--- config.mk ---
export PLATFORM = sky130hd
export DESIGN_NAME = mac_seq
export DESIGN_NICKNAME = d
export VERILOG_FILES = /design/src/rtl/mac_seq_pkg.sv /design/src/rtl/mac_seq_mac.sv /design/src/rtl/mac_seq.sv
export SDC_FILE = /design/constraint.sdc
export NUM_CORES = 1
export LEC_CHECK = 0
export CAP_MARGIN = 15
export CORE_MARGIN = 4
export CORE_UTILIZATION = 40
export CTS_BUF_LIST = sky130_fd_sc_hd__clkbuf_8
export DETAILED_ROUTE_END_ITERATION = 10
export PLACE_DENSITY = 0.58
export SYNTH_ARGS = -nofsm -noshare
export SYNTH_HDL_FRONTEND = slang
export SYNTH_SLANG_ARGS = --single-unit
--- constraint.sdc ---
create_clock -name clk -period 4.62 [get_ports clk]
set_input_delay 0.462 -clock clk [delete_from_list [all_inputs] [get_ports clk]]
set_output_delay 0.462 -clock clk [all_outputs]
set_load 0.01 [all_outputs]
--- src/rtl/mac_seq_pkg.sv ---
// Shared types and helpers for the mac_seq job sequencer.
package mac_seq_pkg;

    typedef enum logic [1:0] {
        IDLE = 2'd0,
        RUN  = 2'd1,
        CALC = 2'd2,
        RESP = 2'd3
    } mac_seq_state_t;

    // Widest accumulator the delta helper supports.
    localparam int unsigned DELTA_MAX_W = 64;

    // Modular difference cur - base, reduced to 'width' bits.
    // Callers zero-extend their operands to 64 bits and truncate the result back.
    // Two's-complement subtraction gives the right answer across an accumulator wrap.
    function automatic logic [DELTA_MAX_W-1:0] mod_delta(
        input logic [DELTA_MAX_W-1:0] cur,
        input logic [DELTA_MAX_W-1:0] base,
        input int unsigned            width
    );
        logic [DELTA_MAX_W-1:0] mask;
        if (width >= DELTA_MAX_W) begin
            mask = '1;
        end else begin
            mask = (64'd1 << width) - 64'd1;
        end
        return (cur - base) & mask;
    endfunction

endpackage

--- src/rtl/mac_seq_mac.sv ---
// Accumulating multiply unit: out += a*b on every enabled cycle.
// The accumulator wraps modulo 2^WIDTH and is never cleared between jobs.
module mac #(
    parameter int WIDTH = 16
) (
    input  logic               clk,
    input  logic               reset,
    input  logic               en,
    input  logic [WIDTH/2-1:0] a,
    input  logic [WIDTH/2-1:0] b,
    output logic [WIDTH-1:0]   out
);

    logic [WIDTH-1:0] acc_q;
    logic [WIDTH-1:0] acc_d;
    logic [WIDTH-1:0] prod;

    // Unsigned product at full accumulator width, then accumulate when enabled.
    always_comb begin
        prod  = {{(WIDTH/2){1'b0}}, a} * {{(WIDTH/2){1'b0}}, b};
        acc_d = acc_q;
        if (en) begin
            acc_d = acc_q + prod;
        end
    end

    // Accumulator register; cleared only by reset.
    always_ff @(posedge clk or negedge reset) begin
        if (!reset) begin
            acc_q <= '0;
        end else begin
            acc_q <= acc_d;
        end
    end

    assign out = acc_q;

endmodule

--- src/rtl/mac_seq.sv ---
// Job sequencer for a single accumulating mac unit.
// Each job reports the accumulator delta over its operand pairs,
// so the mac is never cleared between jobs.
module mac_seq
    import mac_seq_pkg::*;
#(
    parameter int WIDTH = 16,
    parameter int LEN_W = 8
) (
    input  logic               clk,
    input  logic               reset,
    input  logic               cmd_valid,
    output logic               cmd_ready,
    input  logic [LEN_W-1:0]   cmd_len,
    input  logic               op_valid,
    output logic               op_ready,
    input  logic [WIDTH/2-1:0] op_a,
    input  logic [WIDTH/2-1:0] op_b,
    output logic               res_valid,
    input  logic               res_ready,
    output logic [WIDTH-1:0]   res_data
);

    mac_seq_state_t   state_q;
    mac_seq_state_t   state_d;
    logic [WIDTH-1:0] base_q;
    logic [WIDTH-1:0] base_d;
    logic [LEN_W-1:0] remaining_q;
    logic [LEN_W-1:0] remaining_d;
    logic [WIDTH-1:0] res_data_q;
    logic [WIDTH-1:0] res_data_d;

    logic             idle_st;
    logic             op_fire;
    logic             mac_en;
    logic [WIDTH-1:0] mac_out;

    // Operands go straight to the mac; only the enable is qualified by the handshake.
    mac #(
        .WIDTH (WIDTH)
    ) u_mac (
        .clk   (clk),
        .reset (reset),
        .en    (mac_en),
        .a     (op_a),
        .b     (op_b),
        .out   (mac_out)
    );

    // State register.
    always_ff @(posedge clk or negedge reset) begin
        if (!reset) begin
            state_q <= IDLE;
        end else begin
            state_q <= state_d;
        end
    end

    // Next-state logic: IDLE -> RUN/CALC -> CALC -> RESP -> IDLE.
    always_comb begin
        state_d = state_q;
        case (state_q)
            IDLE: begin
                if (cmd_valid) begin
                    state_d = (cmd_len != '0) ? RUN : CALC;
                end
            end
            RUN: begin
                if (op_fire && (remaining_q == LEN_W'(1))) begin
                    state_d = CALC;
                end
            end
            CALC: begin
                state_d = RESP;
            end
            RESP: begin
                if (res_ready) begin
                    state_d = IDLE;
                end
            end
            default: begin
                state_d = IDLE;
            end
        endcase
    end

    // Handshake outputs decoded from the registered state.
    // IDLE is the reset state, so cmd_ready is additionally held low while reset
    // is asserted; it rises as soon as reset is released.
    always_comb begin
        idle_st   = (state_q == IDLE);
        cmd_ready = idle_st & reset;
        op_ready  = (state_q == RUN);
        res_valid = (state_q == RESP);
        op_fire   = op_ready & op_valid;
        mac_en    = op_fire;
    end

    // Datapath next values: snapshot base and length on accept, count pairs, form the delta.
    always_comb begin
        base_d      = base_q;
        remaining_d = remaining_q;
        res_data_d  = res_data_q;
        case (state_q)
            IDLE: begin
                if (cmd_valid) begin
                    base_d      = mac_out;
                    remaining_d = cmd_len;
                end
            end
            RUN: begin
                if (op_fire) begin
                    remaining_d = remaining_q - LEN_W'(1);
                end
            end
            CALC: begin
                res_data_d = WIDTH'(mod_delta(64'(mac_out), 64'(base_q), WIDTH));
            end
            default: begin
            end
        endcase
    end

    // Datapath registers.
    always_ff @(posedge clk or negedge reset) begin
        if (!reset) begin
            base_q      <= '0;
            remaining_q <= '0;
            res_data_q  <= '0;
        end else begin
            base_q      <= base_d;
            remaining_q <= remaining_d;
            res_data_q  <= res_data_d;
        end
    end

    assign res_data = res_data_q;

endmodule

; ---- Word level (Yosys, flattened, before mapping)
; Index checks and enable logic that the tools add are counted.
[word_totals]
ff_bits = 58
input_bits = 29
output_inout_bits = 19
word_cells = 36
[classes]
n_addsub = 3
multipliers = 1
n_eq_ne = 8
muxes = 9
bitwise_logic = 3
n_reduce_logical = 7
[ops]
columns = cell, n
row1 = $add A16 B16 Y16, 1
row2 = $and A16 B16 Y16, 1
row3 = $mul A8 B8 Y16, 1
row4 = $mux W16, 1
row5 = $mux W8, 2
row6 = $pmux W8 S2, 1
row7 = $sub A16 B16 Y16, 1
row8 = $eq A8 B1 Y1 const B, 1
row9 = $mux W2, 4
row10 = $pmux W2 S4, 1
row11 = $reduce_bool A8 Y1, 1
row12 = $sub A8 B1 Y8 const B, 1
row13 = $ne A2 B1 Y1 const B, 3
row14 = $reduce_and A3 Y1, 2
row15 = $eq A2 B2 Y1 const B, 2
row16 = $and A1 B1 Y1, 2
row17 = $eq A2 B1 Y1 const B, 1
row18 = $logic_not A2 Y1, 1
row19 = $ne A2 B2 Y1 const B, 1
row20 = $reduce_and A2 Y1, 1
row21 = $reduce_bool A2 Y1, 1
row22 = $logic_and A1 B1 Y1, 1

; ---- Longest topological paths before layout
[logic_depth]
ltp_word = 5
mapped_depth = 17
mapped_depth_nobuf = 17

; ---- Modules after synthesis
; From an unflattened synthesis, not the netlist that was laid out.
[unflattened]
cells_unflattened = 624
hier_area_um2 = 5754.3
[modules_own_cells]
columns = mod, instances, cells_per_inst, area_each_um2, seq_area_each_um2
row1 = mac, 1, 345, 3079.2, 400.4
row2 = mac_seq, 1, 279, 2675.1, 1051.0

; ---- Worst setup path after synthesis
; OpenSTA, ideal clock, no wires.
[synth_timing]
path_kind = input port to flip-flop
from = in op_a[5]
to = reg u_mac.acc_q[15] (netlist: u_mac.out[15])
setup_time_ns = 0.123
arrival_time_ns = 4.248
required_time_ns = 4.497
path_slack_ns = 0.249
cell_stages = 15
path_buffers = 1
cell_sequence = clkbuf_1 nand2_1 fa_1 inv_1 fa_1 fa_1 inv_1 fa_1 inv_1 ha_1 or3_1 o21ai_1 a2111oi_1 o31a_1 xnor2_1
[synth_between]
elab_chain_len = 2
[synth_lines]
columns = item, line_no
row1 = from (decl), mac_seq.sv:17  ; input logic [WIDTH/2-1:0] op_a,
row2 = $mul A8 B8 Y16, mac_seq_mac.sv:20  ; prod = {{(WIDTH/2){1'b0}}, a} * {{(WIDTH/2){1'b0}}, b};
row3 = $add A16 B16 Y16, mac_seq_mac.sv:23  ; acc_d = acc_q + prod;
row4 = to (signal assigned), mac_seq_mac.sv:30  ; acc_q <= '0;
row5 = to (signal assigned), mac_seq_mac.sv:32  ; acc_q <= acc_d;
row6 = to (decl), mac_seq_mac.sv:14  ; logic [WIDTH-1:0] acc_q;
; Every way passes these cells.
; A chain may end at the register's enable or synchronous reset.

; ---- Final worst setup path
[layout_timing]
from = in op_b[4]
to = reg u_mac.acc_q[15] (netlist: u_mac.out[15])
[layout_between]
elab_chain_len = 2
[layout_lines]
columns = item, line_no
row1 = from (decl), mac_seq.sv:18  ; input logic [WIDTH/2-1:0] op_b,
row2 = $mul A8 B8 Y16, mac_seq_mac.sv:20
row3 = $add A16 B16 Y16, mac_seq_mac.sv:23
; Every way passes these cells.

==> run_results.csv <==
group,metric,value,unit
floorplanning,coreArea,0.0140,sq mm
cts,cts.reportedPaths.clkPinSlew,0.06,ns
global_routing,vias_in_the_first_global_route,4682,
synthesis,synth.most_common_cell,"inv_1",
synthesis,synth-async-reset-ratio,100,%
finish,final.fill_count,1387,
cts,cts.path.max_buffers,2,
sta,finalCriticalPeriod,4.53,ns
synthesis,synth_largest_type_area_fraction,25.2,%
synthesis,netlist.top_cell.by_area,"dfrtp_1",
synthesis,synth.yosys.seq_area_share,25.2,%
hold_path,timing.hold.worst.class,"input port to async pin",
global_routing,grt_usage,16.0,%
finish,diodes,0,
route,post_drt_via_cell_ratio,4.98,
route,routed_wire_length_per_instance,13.3,microns
synthesis,synth_cell_type_count,57,
route,antenna_left,0,
floorplanning,chipHeight,128,microns
finish,finalNetCount,877,
synthesis,synth_top_family_by_area,"adder cells",
synthesis,synthAdderAreaFrac,30.1,%
synthesis,synth_top_flop_cell,"dfrtp_1",
synthesis,post_synth_inst_count,650,
route,routed-via-count,4603,
synthesis,synthesis.area,0.00576,sq mm
pwr,pwr_density_cell,819,mW/mm^2
pwr,peakVddDrop,0.000420,V
critical_path,critical_path.startpoint_type,"input port",
route,postRouteWirelength,12.3,mm
sta,max-slew-margin-rel,46.9,%
place,port_buffer_count,47,
synthesis,post_synth_xor_area_fraction,2.58,%
synthesis,synthesis.yosys.warnings,0,
synthesis,synth_top_cells_by_count,"inv_1 (123), nand2_1 (80), dfrtp_1 (58)",
cts,post_cts.repair.setup_buffers,0,
sta,fin_tns_setup,0,ns
synthesis,synth.area.mux_share,2.69,%
critical_path,required_time_at_the_worst_slack_endpoint,4.84,ns
sta,worst_slew_pin_slew,0.795,ns
finish,post-route-util,49.9,%
synthesis,synth_compound_gate_area_share,14.4,%
critical_path,endpoint_kind,"register",
floorplanning,die_area,0.0164,sq mm
finish,syn2layout_area_growth,21.2,%
cts,clock_tree_from_tritoncts,"yes",
place,place.detailed.hpwl,10.3,mm
global_routing,global_route_wire_length_before_repair,21.6,mm
synthesis,ys_ff_latch,58,
cts,cts_made_buffers,9,
cts,clk_latency,0.34,ns
cts,ctsHtreeMaxLevel,3,
sta,setup-violations-final,0,
floorplanning,die_w,128,microns
critical_path,crit_path_max_fanout,4,
global_routing,remaining_global_route_overflow,0,
floorplanning,row_count,43,
route,drt_iter0_markers,178,
critical_path,arrival_time_of_the_worst_setup_path,4.75,ns
run_status,status,"complete, no violations",
synthesis,postSynthNetCount,787,
finish,post_route_cells_drive_above_1_share,12.0,%
sta,timing.final.crit_share,98.0,%
cts,clock_tree.root_cell,"clkbuf_8",
synthesis,synth_simple_gate_area_share,16.0,%
pwr,pleak,3.51,nW
sta,rsz_0062_raised_after_global_routing,"true",
floorplanning,floorplan.initialDensity,41.2,%
global_routing,pin_count_of_the_biggest_net_entering_global_routing,59,
job,max_cap_viol_count,0,
sta,timing.fmax,0.221,GHz
sta,finalClockSkew,0.00745,ns
synthesis,synth_enable_flop_cells,0,
synthesis,post_synth.cell_area_avg,8.87,sq um
critical_path,critical_path_class,"input port to register",
floorplanning,total_i_o_pin_count,48,
sta,final_max_slew_viol_count,0,
cts,count_of_clock_tree_sinks,58,
sta,hold_viol_final,0,
global_routing,grt_antenna_before_repair,0,
synthesis,netlist_top_cells_area,"dfrtp_1 (25%), fa_1 (18%), ha_1 (12%)",
place,gp_congestion,0.849,
route,remaining_drc_errors,0,
route,drtPass1Iterations,5,
==> kinds of logic (layout without fill, tap and decap cells) <==
| logic type | Yosys count | count (layout) |
|---|---|---|
| xor+xnor | 17 | 17 |
| compound gates | 130 | 130 |
| flops | 58 | 58 |
| buf+inv | 135 | 229 |
| simple gates | 188 | 188 |
| mux | 14 | 14 |
| fa+ha+maj | 108 | 108 |
==> report_power, final <==
part | total [mW] | internal [mW] | switching (mW) | leakage [nW]
sequential | 0.959 | 0.770 | 0.189 | 0.710
clock | 0.483 | 0.287 | 0.195 | 0.110
combinational | 4.28 | 1.99 | 2.29 | 2.69
total | 5.72 | 3.05 | 2.67 | 3.51
==> flip-flops by register name (all words and copies together) (netlist names) <==
| name | cells |
|---|---|
| remaining_q | 8 |
| state_q | 2 |
| base_q | 16 |
| res_data | 16 |
| u_mac.out | 16 |
==> final timing paths <==
check / from / endpoint / slack (ns) / cells past startpoint
setup / recovery: op_b[4] / u_mac.out[15] / 0.09 / 16
hold / removal: reset / res_data[9] / 0.36 / 2
setup reg to reg: u_mac.out[6] / u_mac.out[13] / 0.55 / 16
hold reg to reg: res_data[3] / res_data[3] / 0.48 / 1
max in group asynchronous: reset / u_mac.out[14] / 3.77 / 2
min in group clk: res_data[3] / res_data[3] / 0.48 / 1
==> worst max-delay path, stage by stage <==
cell             delay (ns)
clkdlybuf4s50_1        0.56
buf_4                  0.15
nand2_1                0.06
fa_1                   0.49
inv_1                  0.05
fa_1                   0.50
fa_1                   0.55
inv_1                  0.05
fa_1                   0.53
inv_1                  0.04
ha_1                   0.22
or3_1                  0.42
o21ai_2                0.13
a2111oi_2              0.09
o31a_1                 0.33
xnor2_1                0.12
==> cells in the final DEF, fill, tap and decap left out, types with 3 or more instances in the layout <==
master           instances
inv_1                  124
nand2_1                 80
dfrtp_1                 58
ha_1                    57
fa_1                    51
buf_4                   44
clkdlybuf4s50_1         37
and2_1                  36
o21ai_0                 34
a21oi_1                 25
nor2_1                  19
o21ai_1                 16
mux2_2                  12
a21o_1                  12
nor3_1                  12
clkbuf_8                12
xor2_1                   9
dlymetal6s2s_1           9
or3_1                    8
xnor2_1                  8
nand3_1                  7
nor2b_1                  5
o21a_1                   5
o211ai_1                 5
nand2b_1                 4
nand4_1                  3
==> timing repair <==
item                                    in CTS  in global routing
hold buffers                                 0                  0
gates resized for setup                      0                 17
endpoints found under the setup margin       0                  6
==> metrics by stage <==
step	worst slack, ns	instance area [sq um]	total power, mW	hold WS [ns]	std cells
2_1_floorplan	0.249	5760	3.90	0.166	650
3_3_place_gp	-0.244	6720	5.09	0.469	909
3_5_place_dp	-0.320	6720	5.17	0.468	909
4_1_cts	0.0409	6930	5.69	0.364	924
5_1_grt	-0.0255	6990	6.41	0.430	924
6_report	0.0934	6990	5.72	0.359	924
==> cell type report <==
| type | instances | area [sq um] | share of cell area [%] |
|---|---|---|---|
| clock buffer | 12 | 165 | 2.36 |
| clock inverter | 3 | 38.8 | 0.555 |
| inverter | 123 | 462 | 6.61 |
| multi-input combinational | 457 | 3830 | 54.8 |
| sequential | 58 | 1450 | 20.8 |
| tap | 180 | 225 | 3.22 |
| timing repair buffer | 91 | 818 | 11.7 |
==> routing by layer <==
layer	share of wire (%)	GRT usage [%]
met1	46	21.0
met2	51	27.8
met3	2.6	3.13
met4	0.73	2.81
met5	0	0
Note: power is estimated with default switching activity, not from simulation.
